**src/rtl/time_keeper_ctrl.sv**
```systemverilog
// Hours/minutes timekeeper with RUN / SET_HOUR / SET_MIN mode FSM, field blink and
// day rollover strobe. All outputs are registered.
module time_keeper_ctrl #(
  parameter int unsigned INIT_HOUR = 0,
  parameter int unsigned INIT_MIN  = 0,
  parameter int unsigned BLINK_DIV = 25000000
) (
  input  logic       clk,
  input  logic       rst_n,
  input  logic       min_tick,
  input  logic       btn_mode,
  input  logic       btn_up,
  output logic [4:0] hours,
  output logic [5:0] minutes,
  output logic [1:0] mode,
  output logic       blink,
  output logic       day_pulse
);

  localparam int unsigned CntW = $clog2(BLINK_DIV);
  localparam logic [CntW-1:0] CntMax = CntW'(BLINK_DIV - 1);

  typedef enum logic [1:0] {
    StRun     = 2'b00,
    StSetHour = 2'b01,
    StSetMin  = 2'b10
  } state_e;

  state_e          state_q, state_d;
  logic [4:0]      hours_q, hours_d;
  logic [5:0]      minutes_q, minutes_d;
  logic            blink_q, blink_d;
  logic            day_q, day_d;
  logic [CntW-1:0] cnt_q, cnt_d;

  always_comb begin
    state_d   = state_q;
    hours_d   = hours_q;
    minutes_d = minutes_q;
    blink_d   = blink_q;
    cnt_d     = cnt_q;
    day_d     = 1'b0;

    unique case (state_q)
      StRun: begin
        // A tick coincident with btn_mode is still applied before leaving RUN.
        if (min_tick) begin
          if (minutes_q == 6'd59) begin
            minutes_d = '0;
            if (hours_q == 5'd23) begin
              hours_d = '0;
              day_d   = 1'b1;
            end else begin
              hours_d = hours_q + 5'd1;
            end
          end else begin
            minutes_d = minutes_q + 6'd1;
          end
        end
        if (btn_mode) state_d = StSetHour;
      end
      StSetHour: begin
        if (btn_mode) begin
          state_d = StSetMin;
        end else if (btn_up) begin
          hours_d = (hours_q == 5'd23) ? 5'd0 : hours_q + 5'd1;
        end
      end
      StSetMin: begin
        if (btn_mode) begin
          state_d = StRun;
        end else if (btn_up) begin
          minutes_d = (minutes_q == 6'd59) ? 6'd0 : minutes_q + 6'd1;
        end
      end
      default: state_d = StRun;
    endcase

    // Blink restarts high on entry to a set state and whenever the field is bumped.
    if (state_d != state_q) begin
      cnt_d   = '0;
      blink_d = (state_d != StRun);
    end else if (state_q == StRun) begin
      cnt_d   = '0;
      blink_d = 1'b0;
    end else if (btn_up) begin
      cnt_d   = '0;
      blink_d = 1'b1;
    end else if (cnt_q == CntMax) begin
      cnt_d   = '0;
      blink_d = ~blink_q;
    end else begin
      cnt_d = cnt_q + 1'b1;
    end
  end

  always_ff @(posedge clk or negedge rst_n) begin
    if (!rst_n) begin
      state_q   <= StRun;
      hours_q   <= 5'(INIT_HOUR);
      minutes_q <= 6'(INIT_MIN);
      blink_q   <= 1'b0;
      day_q     <= 1'b0;
      cnt_q     <= '0;
    end else begin
      state_q   <= state_d;
      hours_q   <= hours_d;
      minutes_q <= minutes_d;
      blink_q   <= blink_d;
      day_q     <= day_d;
      cnt_q     <= cnt_d;
    end
  end

  assign hours     = hours_q;
  assign minutes   = minutes_q;
  assign mode      = state_q;
  assign blink     = blink_q;
  assign day_pulse = day_q;

endmodule

```
**config.mk**
```make
export PLATFORM = sky130hd
export DESIGN_NAME = time_keeper_ctrl
export DESIGN_NICKNAME = d
export VERILOG_FILES = /design/src/rtl/time_keeper_ctrl.sv
export SDC_FILE = /design/constraint.sdc
export NUM_CORES = 1
export LEC_CHECK = 0
export CAP_MARGIN = 20
export CORE_ASPECT_RATIO = 0.75
export CORE_MARGIN = 2
export CORE_UTILIZATION = 50
export DETAILED_ROUTE_END_ITERATION = 10
export PLACE_DENSITY = 0.81
export SYNTH_ARGS = -nofsm -noshare
export SYNTH_HDL_FRONTEND = slang
export SYNTH_SLANG_ARGS = --single-unit
```
**constraint.sdc**
```tcl
create_clock -name clk -period 2 [get_ports clk]
set_input_delay 0.3 -clock clk [delete_from_list [all_inputs] [get_ports clk]]
set_output_delay 0.3 -clock clk [all_outputs]
set_load 0.05 [all_outputs]
```
# Word-level counts from Yosys, hierarchy flattened
# Index checks and enable logic that the tools add are counted.
# W data, S select, Z words.
[word_totals]
ff_bits = 40
latch_bits = 0
mem_bits_rw = 0
rom_bits = 0
inputBits = 5
output_inout_bits = 15
elab_cells = 56
mem_count = 0
[op_classes]
addsub = 3
multipliers = 0
div_mod_pow = 0
magnitude_cmp = 0
eq_ne = 12
shift = 0
mux = 27
bitwise = 1
reduce_logical = 7
[ops]
columns = ["cell", "count"]
rows = [
  ["$mux W25", 4],
  ["$add A25 B1 Y25 const B", 1],
  ["$eq A25 B25 Y1 const B", 1],
  ["$mux W5", 5],
  ["$mux W6", 4],
  ["$ne A2 B2 Y1 const B", 6],
  ["$pmux W6 S2", 1],
  ["$pmux W5 S2", 1],
  ["$mux W1", 8],
  ["$add A6 B1 Y6 const B", 1],
  ["$eq A6 B6 Y1 const B", 1],
  ["$mux W2", 3],
  ["$pmux W2 S3", 1],
  ["$reduce_bool A2 Y1", 3],
  ["$add A5 B1 Y5 const B", 1],
  ["$eq A5 B5 Y1 const B", 1],
  ["$reduce_and A5 Y1", 1],
  ["$reduce_and A4 Y1", 1],
  ["$reduce_bool A4 Y1", 1],
  ["$eq A2 B1 Y1 const B", 1],
  ["$eq A2 B2 Y1 const B", 1],
  ["$logic_not A2 Y1", 1],
  ["$ne A2 B2 Y1", 1],
  ["$not A1 Y1", 1],
]

# Depth between registers and ports, before layout
[depth]
depth_word = 5
ltp_mapped = 8
ltp_nobuf = 6

# Least setup slack after synthesis
# Ideal clock, no wire load.
[synth_path]
path_type = "reg2reg"
startpoint = "register minutes_q[0] (netlist: minutes[0])"
endpoint = "register hours_q[3] (netlist: hours[3])"
setup_time_ns = 0.128
arrival_ns = 2.220
required_ns = 1.872
path_slack_ns = -0.347
path_stages_with_launch = 7
path_buffers = 0
synth_period_minus_slack_ns = 2.347
path_cell_list = "dfrtp_1 > ha_1 > nand4_2 > or4b_4 > a21oi_4 > nand4_1 > mux2_1"
[synth_via]
elab_chain_cells = 3
[synth_lines]
columns = ["element", "line_no", "rtl"]
rows = [
  ["start: declaration", "31", "logic [5:0] minutes_q, minutes_d;"],
  ["start signal: assignment", "101", "minutes_q <= 6'(INIT_MIN);"],
  ["start signal: assignment", "108", "minutes_q <= minutes_d;"],
  ["$eq A6 B6 Y1", "48", "if (minutes_q == 6'd59) begin"],
  ["$ne A2 B2 Y1 (no line)", "n/a", ""],
  ["$reduce_and A5 Y1 (no line)", "n/a", ""],
  ["end signal: assignment", "100", "hours_q <= 5'(INIT_HOUR);"],
  ["end signal: assignment", "107", "hours_q <= hours_d;"],
  ["end: declaration", "30", "logic [4:0] hours_q, hours_d;"],
]
# Every way passes these cells.
# A chain may end at the register's enable or synchronous reset.

# Final worst setup path
[layout_path]
startpoint = "register minutes_q[1] (netlist: minutes[1])"
endpoint = "register hours_q[3] (netlist: hours[3])"
# Same word-level chain as after synthesis.

==> impl_metrics.json <==
{
  "swShare_pct": 40.99,
  "synthToLayoutAreaGrowth_pct": 21.26,
  "worst_pin_slew_ns": 0.5067,
  "cp_max_fo": 5,
  "worst_skew_pair.late_latency_ns": 0.28,
  "finClkSkew_ns": 0.008862,
  "globalRoute.totalOverflow": 0,
  "max_stage_delay_ns": 0.56,
  "start_util_pct": 53.56,
  "dieWidth_um": 77.48,
  "num-nets-final": 244,
  "outcome": "complete, no violations",
  "synth_area_um2": 2024,
  "path_delay_family": "simple AND/OR/NAND/NOR gates",
  "coreArea_um2": 3780,
  "comb_power_share_pct": 42.1,
  "viasPerCell": 5.176,
  "period_needed_ns": 1.992,
  "critPathArrivalTime_ns": 2.15,
  "fin_hold_ws_ns": 0.4851,
  "relSlewSlack_pct": 66.12,
  "diodes": 0,
  "dpl.hpwl_mm": 2.606,
  "synth-edff-count": 0,
  "syn_area_per_cell_um2": 9.973,
  "final_common_cell": "dfrtp_1",
  "power_density_nw_per_um2": 1153,
  "crit_chain": "ha_4 -> nand4_2 -> or4b_4 -> a21oi_4 -> nand4_1 -> mux2_1",
  "drt-total-wl_mm": 3.661,
  "clkPwrFrac_pct": 19.0,
  "fin_area_um2": 2455,
  "synth_warnings": 0,
  "io_pins": 20,
  "hold_class": "in -> async",
  "yosys.cell_types.count": 37,
  "p_int_mw": 1.670,
  "netSwitchingPower_mw": 1.160,
  "synth_top_area_cell": "dfrtp_1",
  "antenna_found_initial": 0,
  "pwr-share-seq_pct": 38.9,
  "cts_tree": "yes",
  "wl_per_cell_um": 12.67,
  "rows": 19,
  "setup_violations": 0,
  "async_flop_share_pct": 100.0,
  "maxSlewViolCount": 0,
  "power_mw": 2.829,
  "grt_pass1_vias": 1430,
  "grt_pass1_wl_mm": 6.354,
  "final_util_pct": 64.95,
  "cts_setup_buffers": 0,
  "cp.buffers_inverters": 0,
  "hold_viol": 0,
  "clockBufferDepth": 2,
  "die_h_um": 59.11,
  "start_kind": "flip-flop",
  "dp_cells": 280,
  "max_cap_violations": 0,
  "clk_pin_slew_worst_paths_ns": 0.07,
  "ys_ff_latch": 40,
  "dieArea_um2": 4579,
  "crit_path_end_kind": "flip-flop",
  "final_cell_mix": "37 x dfrtp_1, 36 x nor2_1, 17 x clkdlybuf4s50_1",
  "drtIter0Drc": 56,
  "fmax_mhz": 502.0,
  "rsz0062_at_grt": "true",
  "synth_ff_type": "dfrtp_1",
  "dpl-instance-area_um2": 2346,
  "gp_congestion": 0.7825,
  "drc": 0,
  "cp_slowest_cell": "or4b_4",
  "ant_nets": 0,
  "clock-sinks": 40,
  "yosys-top-cells-area": "dfrtp_1 49%, xor2_1 6.9%, nor2_1 6.7%",
  "p_leak_nw": 1.019,
  "syn_nets": 211,
  "crit_type": "reg -> reg",
  "cts_max_level": 2,
  "finalNonFillerCells": 289,
  "worstPathRequired_ns": 2.16,
  "io_buffers": 19,
  "firstDrtPassIters": 4,
  "timing.final.crit_share_pct": 99.60,
  "final_layout_size_suffix_gt1_share_pct": 12.66,
  "vdd_ir_drop_max_uv": 1337,
  "synth_top_area_share_pct": 49.44,
  "grt_start_max_net_pins": 26,
  "seq_area_frac_synth_pct": 49.44,
  "cts-buffers-inserted": 5,
  "track_usage_pct": 17.76,
  "root_buffer": "clkbuf_8",
  "synth_cells": 203,
  "vias": 1496
}
-- cells in the mapped netlist (all sizes together) (3+ instances only) --
master / count
nor2: 36
nand3b: 3
buf: 3
dfrtp: 40
nor3: 4
ha: 3
nor2b: 3
o21ai: 10
nand4: 9
nor4: 5
inv: 4
nand3: 15
xnor2: 10
clkbuf: 3
mux2: 3
xor2: 16
nand2: 16
-- logic make-up after synthesis --
group                    count (synthesis)  share of synthesized area [%]
multiplexers                             5                          2.658
buffers and inverters                   10                          3.584
AO/OA/AOI/OAI                           18                          5.871
XOR/XNOR                                26                          11.25
AND/OR/NAND/NOR                        101                          25.34
flip-flops                              40                          49.44
adder cells (fa/ha/maj)                  3                          1.854
-- worst reg2reg max path: cells and delay by family, from the launching register on --
family	cells	cell delay (ns)
AOI/OAI and AO/OA	1	0.19
and+or+nand+nor	3	0.81
adders and majority gates	1	0.15
DFF	1	0.40
muxes	1	0.32
-- stage by stage --
stage / setup slack (ns) / TNS (ns)
3_3_place_gp: 0.009452 / 0
3_5_place_dp: -0.02304 / -0.02304
5_1_grt: -0.06662 / -0.06662
2_1_floorplan: -0.1378 / -0.2479
6_report: 0.008011 / 0
4_1_cts: 0.0003380 / 0
-- repair_timing --
item / CTS / global route
hold buffers: 1 / 0
gates resized for setup: 0 / 1
setup endpoints to repair: 0 / 18
endpoints found under the hold margin: 18 / 0
-- path summary, 6_finish.rpt --
path	from	slack, ns	endpoint	cells past startpoint
setup / recovery	minutes[1]$_DFFE_PN0P_	0.008	hours[3]$_DFFE_PN0P_	6
setup reg to reg	minutes[1]$_DFFE_PN0P_	0.008	hours[3]$_DFFE_PN0P_	6
max in group asynchronous	rst_n	1.03	minutes[3]$_DFFE_PN0P_	3
hold / removal	rst_n	0.49	cnt_q[18]$_DFF_PN0_	2
min in group clk	cnt_q[0]$_DFF_PN0_	0.49	cnt_q[0]$_DFF_PN0_	1
hold reg to reg	cnt_q[0]$_DFF_PN0_	0.49	cnt_q[0]$_DFF_PN0_	1
-- registers in the layout, indices dropped and copies added (netlist names) --
name	cells
day_pulse	1
hours	5
minutes	6
mode	2
blink	1
cnt_q	25
-- power by group through the flow --
stage / logic [mW] / registers, mW / clock network, mW
floorplan: 0.389 / 1.51 / 0
global placement: 1.18 / 1.12 / 0
detailed placement: 1.19 / 1.11 / 0
CTS: 1.20 / 1.10 / 0.557
global route: 1.28 / 1.13 / 0.600
finish: 1.19 / 1.10 / 0.539
-- routing by layer --
metal | share of wire (%) | GRT usage, %
met1 | 51 | 24.19
met5 | 0 | 0
met4 | 0.68 | 5.867
met2 | 43 | 27.83
met3 | 4.6 | 5.030
-- final cells by class --
type	instances	area (µm²)
multi-input cells	153	972.2
fillers	315	1325
clock buffers	8	90.09
well taps	52	65.06
repair buffers	32	307.8
inverters	4	15.01
flip-flops and latches	40	1005
Power figures use the tool's default switching activity.
